### src/rtl/led_pattern_decoder.sv
// Receive-side monitor for a bouncing one-hot LED bus: decodes position and direction,
// tracks the 0..7..0 bounce sequence, counts sweeps and latches the first error cause.
module led_pattern_decoder #(
    parameter int SWEEP_W = 16
) (
    input  logic               clk,
    input  logic               rst,
    input  logic [7:0]         led_in,
    input  logic               led_valid,
    input  logic               err_clr,
    output logic [2:0]         pos,
    output logic               pos_valid,
    output logic               dir,
    output logic               locked,
    output logic [SWEEP_W-1:0] sweep_count,
    output logic               err,
    output logic [1:0]         err_code
);

    typedef enum logic [1:0] {
        ST_UNLOCKED = 2'd0,
        ST_ACQUIRE  = 2'd1,
        ST_LOCKED   = 2'd2
    } state_t;

    localparam logic [1:0]         CODE_NONE   = 2'd0;
    localparam logic [1:0]         CODE_ONEHOT = 2'd1;
    localparam logic [1:0]         CODE_SEQ    = 2'd2;
    localparam logic [SWEEP_W-1:0] SWEEP_MAX   = {SWEEP_W{1'b1}};
    localparam logic [SWEEP_W-1:0] SWEEP_ONE   = {{(SWEEP_W-1){1'b0}}, 1'b1};

    function automatic logic is_onehot(input logic [7:0] v);
        return (v != 8'd0) && ((v & (v - 8'd1)) == 8'd0);
    endfunction

    function automatic logic [2:0] onehot_to_pos(input logic [7:0] v);
        logic [2:0] p;
        p = 3'd0;
        for (int i = 0; i < 8; i++) begin
            if (v[i]) begin
                p = 3'(i);
            end
        end
        return p;
    endfunction

    state_t                state_r;
    logic [2:0]            pos_r;
    logic                  pos_valid_r;
    logic                  dir_r;
    logic                  locked_r;
    logic [SWEEP_W-1:0]    sweep_count_r;
    logic                  err_r;
    logic [1:0]            err_code_r;

    logic                  onehot_s;
    logic [2:0]            in_pos_s;
    logic [2:0]            exp_pos_s;
    logic                  exp_dir_s;
    logic                  up_match_s;
    logic                  dn_match_s;
    logic                  err_det_s;
    logic [1:0]            err_cause_s;

    // Decode the sample, predict the next legal position and classify any error.
    always_comb begin
        onehot_s    = is_onehot(led_in);
        in_pos_s    = onehot_to_pos(led_in);
        // Compare in 4 bits so 7->0 and 0->7 never look like neighbours during acquisition.
        up_match_s  = ({1'b0, in_pos_s} == ({1'b0, pos_r} + 4'd1));
        dn_match_s  = (({1'b0, in_pos_s} + 4'd1) == {1'b0, pos_r});
        exp_pos_s   = 3'd0;
        exp_dir_s   = 1'b0;
        if (dir_r == 1'b0) begin
            if (pos_r == 3'd7) begin
                exp_pos_s = 3'd6;
                exp_dir_s = 1'b1;
            end else begin
                exp_pos_s = pos_r + 3'd1;
                exp_dir_s = 1'b0;
            end
        end else begin
            if (pos_r == 3'd0) begin
                exp_pos_s = 3'd1;
                exp_dir_s = 1'b0;
            end else begin
                exp_pos_s = pos_r - 3'd1;
                exp_dir_s = 1'b1;
            end
        end
        err_det_s   = 1'b0;
        err_cause_s = CODE_NONE;
        if (led_valid && !onehot_s) begin
            err_det_s   = 1'b1;
            err_cause_s = CODE_ONEHOT;
        end else if (led_valid && (state_r == ST_LOCKED) && (in_pos_s != exp_pos_s)) begin
            err_det_s   = 1'b1;
            err_cause_s = CODE_SEQ;
        end else begin
            err_det_s   = 1'b0;
            err_cause_s = CODE_NONE;
        end
    end

    // Tracking FSM with registered outputs and sticky first-error capture.
    always_ff @(posedge clk) begin
        if (rst) begin
            state_r       <= ST_UNLOCKED;
            pos_r         <= 3'd0;
            pos_valid_r   <= 1'b0;
            dir_r         <= 1'b0;
            locked_r      <= 1'b0;
            sweep_count_r <= {SWEEP_W{1'b0}};
            err_r         <= 1'b0;
            err_code_r    <= CODE_NONE;
        end else begin
            pos_valid_r <= 1'b0;
            if (led_valid) begin
                if (!onehot_s) begin
                    state_r  <= ST_UNLOCKED;
                    locked_r <= 1'b0;
                end else begin
                    pos_valid_r <= 1'b1;
                    pos_r       <= in_pos_s;
                    case (state_r)
                        ST_UNLOCKED: begin
                            state_r <= ST_ACQUIRE;
                        end
                        ST_ACQUIRE: begin
                            if (up_match_s) begin
                                dir_r    <= 1'b0;
                                state_r  <= ST_LOCKED;
                                locked_r <= 1'b1;
                            end else if (dn_match_s) begin
                                dir_r    <= 1'b1;
                                state_r  <= ST_LOCKED;
                                locked_r <= 1'b1;
                            end else begin
                                state_r <= ST_ACQUIRE;
                            end
                        end
                        ST_LOCKED: begin
                            if (in_pos_s == exp_pos_s) begin
                                dir_r <= exp_dir_s;
                                if (((in_pos_s == 3'd7) || (in_pos_s == 3'd0)) &&
                                    (sweep_count_r != SWEEP_MAX)) begin
                                    sweep_count_r <= sweep_count_r + SWEEP_ONE;
                                end
                            end else begin
                                state_r  <= ST_ACQUIRE;
                                locked_r <= 1'b0;
                            end
                        end
                        default: begin
                            state_r  <= ST_UNLOCKED;
                            locked_r <= 1'b0;
                        end
                    endcase
                end
            end
            // A fresh error beats a simultaneous clear and overwrites the cause.
            if (err_det_s) begin
                err_r <= 1'b1;
                if (!err_r || err_clr) begin
                    err_code_r <= err_cause_s;
                end
            end else if (err_clr) begin
                err_r      <= 1'b0;
                err_code_r <= CODE_NONE;
            end
        end
    end

    assign pos         = pos_r;
    assign pos_valid   = pos_valid_r;
    assign dir         = dir_r;
    assign locked      = locked_r;
    assign sweep_count = sweep_count_r;
    assign err         = err_r;
    assign err_code    = err_code_r;

endmodule

### config.mk
export PLATFORM = sky130hd
export DESIGN_NAME = led_pattern_decoder
export DESIGN_NICKNAME = d
export VERILOG_FILES = /design/src/rtl/led_pattern_decoder.sv
export SDC_FILE = /design/constraint.sdc
export NUM_CORES = 1
export LEC_CHECK = 0
export BUFFER_PORTS_ARGS = -buffer_cell sky130_fd_sc_hd__buf_2
export CORE_ASPECT_RATIO = 2
export CORE_MARGIN = 5
export CORE_UTILIZATION = 38
export DETAILED_ROUTE_END_ITERATION = 7
export GPL_TIMING_DRIVEN = 1
export HOLD_SLACK_MARGIN = 0.12
export PLACE_DENSITY = 0.57
export RECOVER_POWER = 100
export SYNTH_ARGS = -nofsm -noshare
export SYNTH_HDL_FRONTEND = slang
export SYNTH_SLANG_ARGS = --single-unit
### constraint.sdc
create_clock -name clk -period 4.09 [get_ports clk]
set_clock_uncertainty 0.15 [all_clocks]
set_input_delay 0.818 -clock clk [delete_from_list [all_inputs] [get_ports clk]]
set_output_delay 0.818 -clock clk [all_outputs]
set_load 0.02 [all_outputs]
# Word level (Yosys, flattened, before mapping)

Index checks and enable logic that the tools add are counted.

Flip-flop bits (word level): 27
Bits of input ports: 12
Output and inout port bits: 25
Word-level logic and storage cells: 90

Add/subtract/negate cells: 6
Equality and inequality tests: 15
Mux-type cells: 36
Bitwise logic cells: 2
Reductions and logical operators: 23

Operators with widths:

| kind                                              | count |
|---|---|
| two-way mux 3 bit                                 | 9 |
| two-way mux 2 bit                                 | 9 |
| adder 16 x 1 -> 16 bit (second input constant)    | 1 |
| != test 16 bit (second input constant)            | 1 |
| two-way mux 1 bit                                 | 15 |
| AND reduction 5 bit                               | 2 |
| adder 3 x 1 -> 4 bit (second input constant)      | 2 |
| bitwise AND 8 bit                                 | 1 |
| zero test 8 bit                                   | 1 |
| nonzero test 8 bit                                | 1 |
| subtractor 8 x 1 -> 8 bit (second input constant) | 1 |
| == test 3 bit (second input constant)             | 2 |
| zero test 3 bit                                   | 2 |
| != test 3 bit (second input constant)             | 2 |
| one-hot mux 2 bit (3 select lines)                | 1 |
| AND reduction 2 bit                               | 3 |
| logical AND 1 bit                                 | 5 |
| == test 3 x 4 -> 1 bit                            | 1 |
| == test 4 x 3 -> 1 bit                            | 1 |
| != test 2 x 1 -> 1 bit (second input constant)    | 2 |
| != test 4 bit (second input constant)             | 1 |
| AND reduction 4 bit                               | 1 |
| nonzero test 2 bit                                | 2 |
| adder 3 x 1 -> 3 bit (second input constant)      | 1 |
| 13 further kinds                                  | 15 |

# Logic depth before layout (Yosys ltp)

Gate-level depths: netlist (run 1).

Depth in word-level cells: 13
Mapped depth: 13
Depth with buffers taken out: 11

# Worst setup path before layout (run 1)

OpenSTA, ideal clock, no wires.

Path kind: input -> register
Start point: input led_in[4]
End point: register sweep_count_r[9], in the netlist sweep_count[9]
Setup time: 0.070 ns
Arrival: 3.119 ns
Setup slack: 0.751 ns
Cell stages on the path: 7
Buffers on the path: 1
Path through: o31ai_1 -> xor2_1 -> or4b_4 -> or4_4 -> buf_6 -> or3_1 -> a21oi_1

Cells in the longest elaborated chain, start to end: 8

Ends and longest elaborated chain:

| element                                                                           | line | source |
|---|---|---|
| start, declared                                                                   | 8    | `input logic [7:0] led_in,` |
| parallel branches: the longest is 7 deep, another holds subtractor 8 x 1 -> 8 bit | --   |  |
| AND reduction 5 bit (no source line) (*)                                          | --   |  |
| end signal, assigned                                                              | 113  | `sweep_count_r <= {SWEEP_W{1'b0}};` |
| end signal, assigned                                                              | 147  | `sweep_count_r <= sweep_count_r + SWEEP_ONE;` |
| end, declared                                                                     | 52   | `logic [SWEEP_W-1:0] sweep_count_r;` |

Mark *: on every way between the ends.
A chain may end at the register's enable or synchronous reset.

# Worst setup path after layout (run 1)

Start point: input led_in[4]
End point: register sweep_count_r[14], in the netlist sweep_count[14]

The elaborated chain is that of the path after synthesis.

==> qor.yml, run 1 <==
vdd_drop_max_mv: 0.117
path_common_cell: "or4_1"
die_w_um: 57.5
clk_path_buf_depth: 2
r2r_start: "pos[0]"
crit_fanout: 30
syn2layout_area_growth_pct: 12.7
synth_top_area_cell: "dfxtp_1"
tightestPinTransition_ps: 788
post_cts_resized: 0
post_cts_buffers: 0
path_cells: "buf_2, or3_1, or4_1, a21oi_2, o211ai_1, or4_4, or4_1, a21oi_1"
antenna_left: 0
hp-class: "register to register"
grtUsageTotal_pct: 15.1
routed_via_density: 5.61
synth_top_family_by_area: "simple AND/OR/NAND/NOR gates"
layout.nets: 268
synthesis.nets: 233
finalHoldViolCount: 0
die_area_um2: 6040
finalCritPeriodShare_pct: 88.4
initial_utilization_pct: 39.1
worst_skew_pair.late_latency_ps: 280
gp_congestion: 0.750
synth_area_leaders: "dfxtp_1 32%, ha_1 6.6%, a21oi_1 5.8%, or3_1 4.7%, nand3_1 4.1%"
power.switching_uw: 122
fp-row-count: 34
die_height_um: 105
synthMuxAreaShare_pct: 2.34
synth-xor-area-share_pct: 4.60
dp_slack_ps: 407
ios: 37
power_density_nw_per_um2: 246
netlist-cell-type-count: 46
synth_top_area_share_pct: 31.5
grt_pass1_vias: 1671
cts_sinks: 27
yosysMostFrequentCell: "dfxtp_1"
async_reset_ff_share_pct: 0
synth-simple-area-share_pct: 26.5
syn_avg_cell_area_um2: 8.09
critPathLaunch: "led_in[4]"
path_clk_slew_ps: 100
path_class: "input port to register"
antenna_found_initial: 0
synth_compound_area_share_pct: 22.5
yosys_warnings: 0
min_from: "err_code[1]"
switching_share_pct: 25.6
grt_max_degree: 31
internal_power_uw: 354
p_comb_share_pct: 11.2
cts_buffers: 3
initialDrtViolationCount: 39
gr-total-overflow: 0
fin_setup_tns_ps: 0
routed_wl_um: 4450
grt_setup_unrepaired: "no"
synthFlopType: "dfxtp_1"
fill_cells: 469
diodes: 0
synth_adder_area_share_pct: 7.15
vias: 1684
max_slew_margin_pct: 47.3
numPortBuffers: 36
netlist_area_um2: 1710
critPathTopFamily: "simple AND/OR/NAND/NOR gates"
grt_pass1_wl_um: 7330
p_clk_share_pct: 32.6
setup_viol: 0
outcome: "finished, final reports clean"
dpl_cell_area_um2: 1940
synth_common_cells: "27 x dfxtp_1, 20 x a21oi_1, 15 x nor2_1, 14 x inv_1, 14 x nand3_1"
synth_cells: 212
leakage_uw: 0.000747
synth_seq_area_share_pct: 31.5
ctsHoldBuffers: 0
slew_viol_final: 0
drive_gt1_share_pct: 8.13
design_area_um2: 1930
seqPwrFrac_pct: 56.1
cts_tree: "done"
cap_violations: 0
crit_buf_inv: 1
drcViolationCount: 0
first_pass_iters: 4
post-route-min-period_ps: 3620
hold-worst-slack_ps: 344
worstPathArrival_ps: 3670
wl_per_cell_um: 14.8
fin_ws_ps: 474
ctsHtreeMaxLevel: 1
core_area_um2: 4380
cp-start-kind: "input port"
synth-edff-count: 0
synth_seq_cells: 27
cts-root-buf: "clkbuf_8"
end_kind: "register"
cp.required_ps: 4150
place_hpwl_um: 3490
clock.fmax_mhz: 277
slowest_stage: "or4_4"
max_stage_delay_ps: 800
==> placed cells by master, fill, tap and decap left out, types with 3 or more instances in the layout <==
master / n
o21ai_0: 10
clkbuf_1: 26
xor2_1: 5
nor3_1: 6
xnor2_1: 4
mux2i_1: 4
o21ai_1: 8
nor2_1: 15
or3_1: 14
inv_1: 14
buf_2: 10
nand3_1: 14
dfxtp_1: 27
o31ai_1: 4
a211oi_1: 4
and3_1: 8
nand2b_1: 5
ha_1: 9
nand2_1: 6
a21oi_1: 20
clkbuf_8: 3
==> per-layer routing <==
layer / wire [um] / up-vias / GRT usage (%)
met5: 0 / - / 0
met4: 102 / 0 / 6.63
met3: 221 / 7 / 1.60
met2: 2540 / 45 / 30.9
met1: 1590 / 792 / 13.7
li1: - / 840 / -
==> kinds of logic (layout without fill, tap and decap cells) <==
family,after synthesis,after routing
AND/OR/NAND/NOR,79,79
XOR/XNOR,9,9
adder cells (fa/ha/maj),10,10
buffers and inverters,22,56
multiplexers,4,4
AO/OA/AOI/OAI,61,61
flip-flops,27,27
==> registers in the layout (all words and copies together) (netlist names) <==
signal       cells
err_code         2
err              1
pos              3
locked           1
sweep_count     16
state_r          2
dir              1
pos_valid        1
==> path summary, 6_finish.rpt <==
check | cells after the start | endpoint | slack (ps)
max | 8 | sweep_count[14] | 470
min | 1 | err_code[1] | 340
max reg2reg | 10 | sweep_count[14] | 710
min reg2reg | 1 | err_code[1] | 340
==> worst register-to-register path, cell delays in order, from the launching register on <==
cell and delay, ps:
dfxtp_1 450, inv_1 120, ha_1 250, ha_1 200, nand2b_1 140, o2bb2ai_1 170
nand3_1 100, or4b_4 490, or4_4 660, or4_1 440, a21oi_1 140
==> layout make-up <==
class                      instances  area [um2]  area share, %
clock buffer                       3        41.3           2.14
inverter                          14        52.6           2.72
multi-input combinational        163        1060           55.0
sequential                        27         541           28.0
tap                               54        67.6           3.50
timing repair buffer              38         163           8.42
clock inverter                     1        5.00          0.259
==> power groups by stage <==
stage	combinational, uW	clock, uW	sequential, uW
global placement	55.6	0	273
floorplan	32.7	0	275
detailed placement	56.1	0	273
finish	53.4	155	267
CTS	56.2	158	267
global route	59.6	168	267
==> through the flow <==
step           instances  total power [uW]  util [%]
5_1_grt              300               495      44.1
3_5_place_dp         296               329      44.2
2_1_floorplan        212               308         -
3_3_place_gp         296               329      44.2
6_report             300               475      44.1
4_1_cts              300               481      45.3
(Power assumes the default switching activity.)
==> inputs of run 2 (changes only) <==
clock period = 3.7 ns   (was 4.09 ns; I/O delays follow)
==> qor.yml, run 2 (synthesis results as in run 1) <==
grt_pass1_wl_um: 7070
grt_pass1_vias: 1641
post-route-min-period_ps: 3420
multi_input_area_um2: 1070
clk_path_buf_depth: 2
gr-total-overflow: 0
worstPathArrival_ps: 3480
ctsHtreeMaxLevel: 1
drive_gt1_share_pct: 7.69
tightestPinTransition_ps: 517
crit_buf_inv: 1
r2r_setup_slack_ps: 280
internal_power_uw: 391
slew_viol_final: 0
vias: 1661
critPathLaunch: "pos[0]"
path_clk_slew_ps: 100
vdd_drop_max_mv: 0.127
die_area_um2: 6040
switching_share_pct: 25.6
crit_fanout: 30
ctsHoldBuffers: 0
slowest_stage: "or4_4"
p_comb_share_pct: 11.3
fp-row-count: 34
clock.fmax_mhz: 292
r2r_start: "pos[0]"
setup_viol: 0
numPortBuffers: 36
antenna_left: 0
power_density_nw_per_um2: 271
final_cell_mix: "28 x clkbuf_1, 27 x dfxtp_1, 20 x a21oi_1"
holdPathStages: 1
cts-root-buf: "clkbuf_8"
routed_wl_um: 4190
path_class: "register to register"
path_common_cell: "ha_1"
layout.nets: 269
initialDrtViolationCount: 30
post_cts_resized: 0
cap_violations: 0
grt_setup_unrepaired: "no"
power.switching_uw: 135
fin_setup_tns_ps: 0
regArea_um2: 541
first_pass_iters: 4
leakage_uw: 0.000744
drcViolationCount: 0
worst_skew_pair.late_latency_ps: 280
hp-class: "register to register"
ios: 37
cp.required_ps: 3760
reg2reg_depth: 10
wl_per_cell_um: 13.9
cts_buffers: 3
final_common_cell: "clkbuf_1"
finalCritPeriodShare_pct: 92.5
routed_via_density: 5.52
grt_max_degree: 31
die_height_um: 105
initial_utilization_pct: 39.1
cp-start-kind: "register"
gp_congestion: 0.819
outcome: "finished, final reports clean"
dp_slack_ps: 155
cts_sinks: 27
fin_ws_ps: 278
dp.cells: 297
critPathTopFamily: "simple AND/OR/NAND/NOR gates"
grtUsageTotal_pct: 14.5
worst-path-stages: 10
p_clk_share_pct: 32.7
max_stage_delay_ps: 680
largest_reg_flops: 16
max_slew_margin_pct: 65.1
syn2layout_area_growth_pct: 13.4
fill_cells: 471
instances_no_fill: 301
diodes: 0
path_cells: "inv_1, ha_1, ha_1, nand2b_1, o2bb2ai_1, nand3_1, or4b_1, or4_4, or4_1, a21oi_1"
place_hpwl_um: 3310
min_from: "err_code[1]"
cts_tree: "done"
end_kind: "register"
finalHoldViolCount: 0
core_area_um2: 4380
antenna_found_initial: 0
post_cts_buffers: 0
postLayoutCoreUtil_pct: 44.4
die_w_um: 57.5
seqPwrFrac_pct: 56.0
-- run 2: area by class of cell --
type,instances,area share (%)
well taps,54,3.47
clock buffers,3,2.12
repair buffers,39,8.49
multi-input cells,163,55.1
clock inverters,1,0.257
flip-flops and latches,27,27.8
inverters,14,2.70
-- run 2: per-stage QoR --
stage	power (uW)	hold WS [ps]	instance area, um2
detailed placement	364	310	1940
global placement	364	323	1940
finish	526	333	1940
global route	548	357	1940
CTS	533	333	1990
floorplan	340	355	1710
-- run 2: worst paths after layout --
check,endpoint
worst min-delay path,err_code[1]
worst max register to register,sweep_count[14]
worst max-delay path,sweep_count[14]
worst min register to register,err_code[1]
-- run 2: power by group through the flow --
stage	registers (uW)	clock network (uW)	logic, uW
final	295	172	59.2
after global routing	295	186	66.4
after CTS	295	176	62.3
after detailed placement	302	0	62.1
after global placement	302	0	61.9
after floorplan	304	0	36.2
-- run 2: per-layer routing --
| layer | vias up | GRT usage (%) | wire (um) |
|---|---|---|---|
| met3 | 9 | 1.98 | 182 |
| met1 | 771 | 14.3 | 1590 |
| met5 | - | 0 | 0 |
| met4 | 0 | 7.13 | 114 |
| li1 | 845 | - | - |
| met2 | 36 | 28.0 | 2300 |
-- run 2: worst reg2reg max path: stages (launching register included) --
cell,delay (ps)
dfxtp_1,450
inv_1,120
ha_1,260
ha_1,210
nand2b_1,140
o2bb2ai_1,150
nand3_1,80
or4b_1,530
or4_4,680
or4_1,450
a21oi_1,140
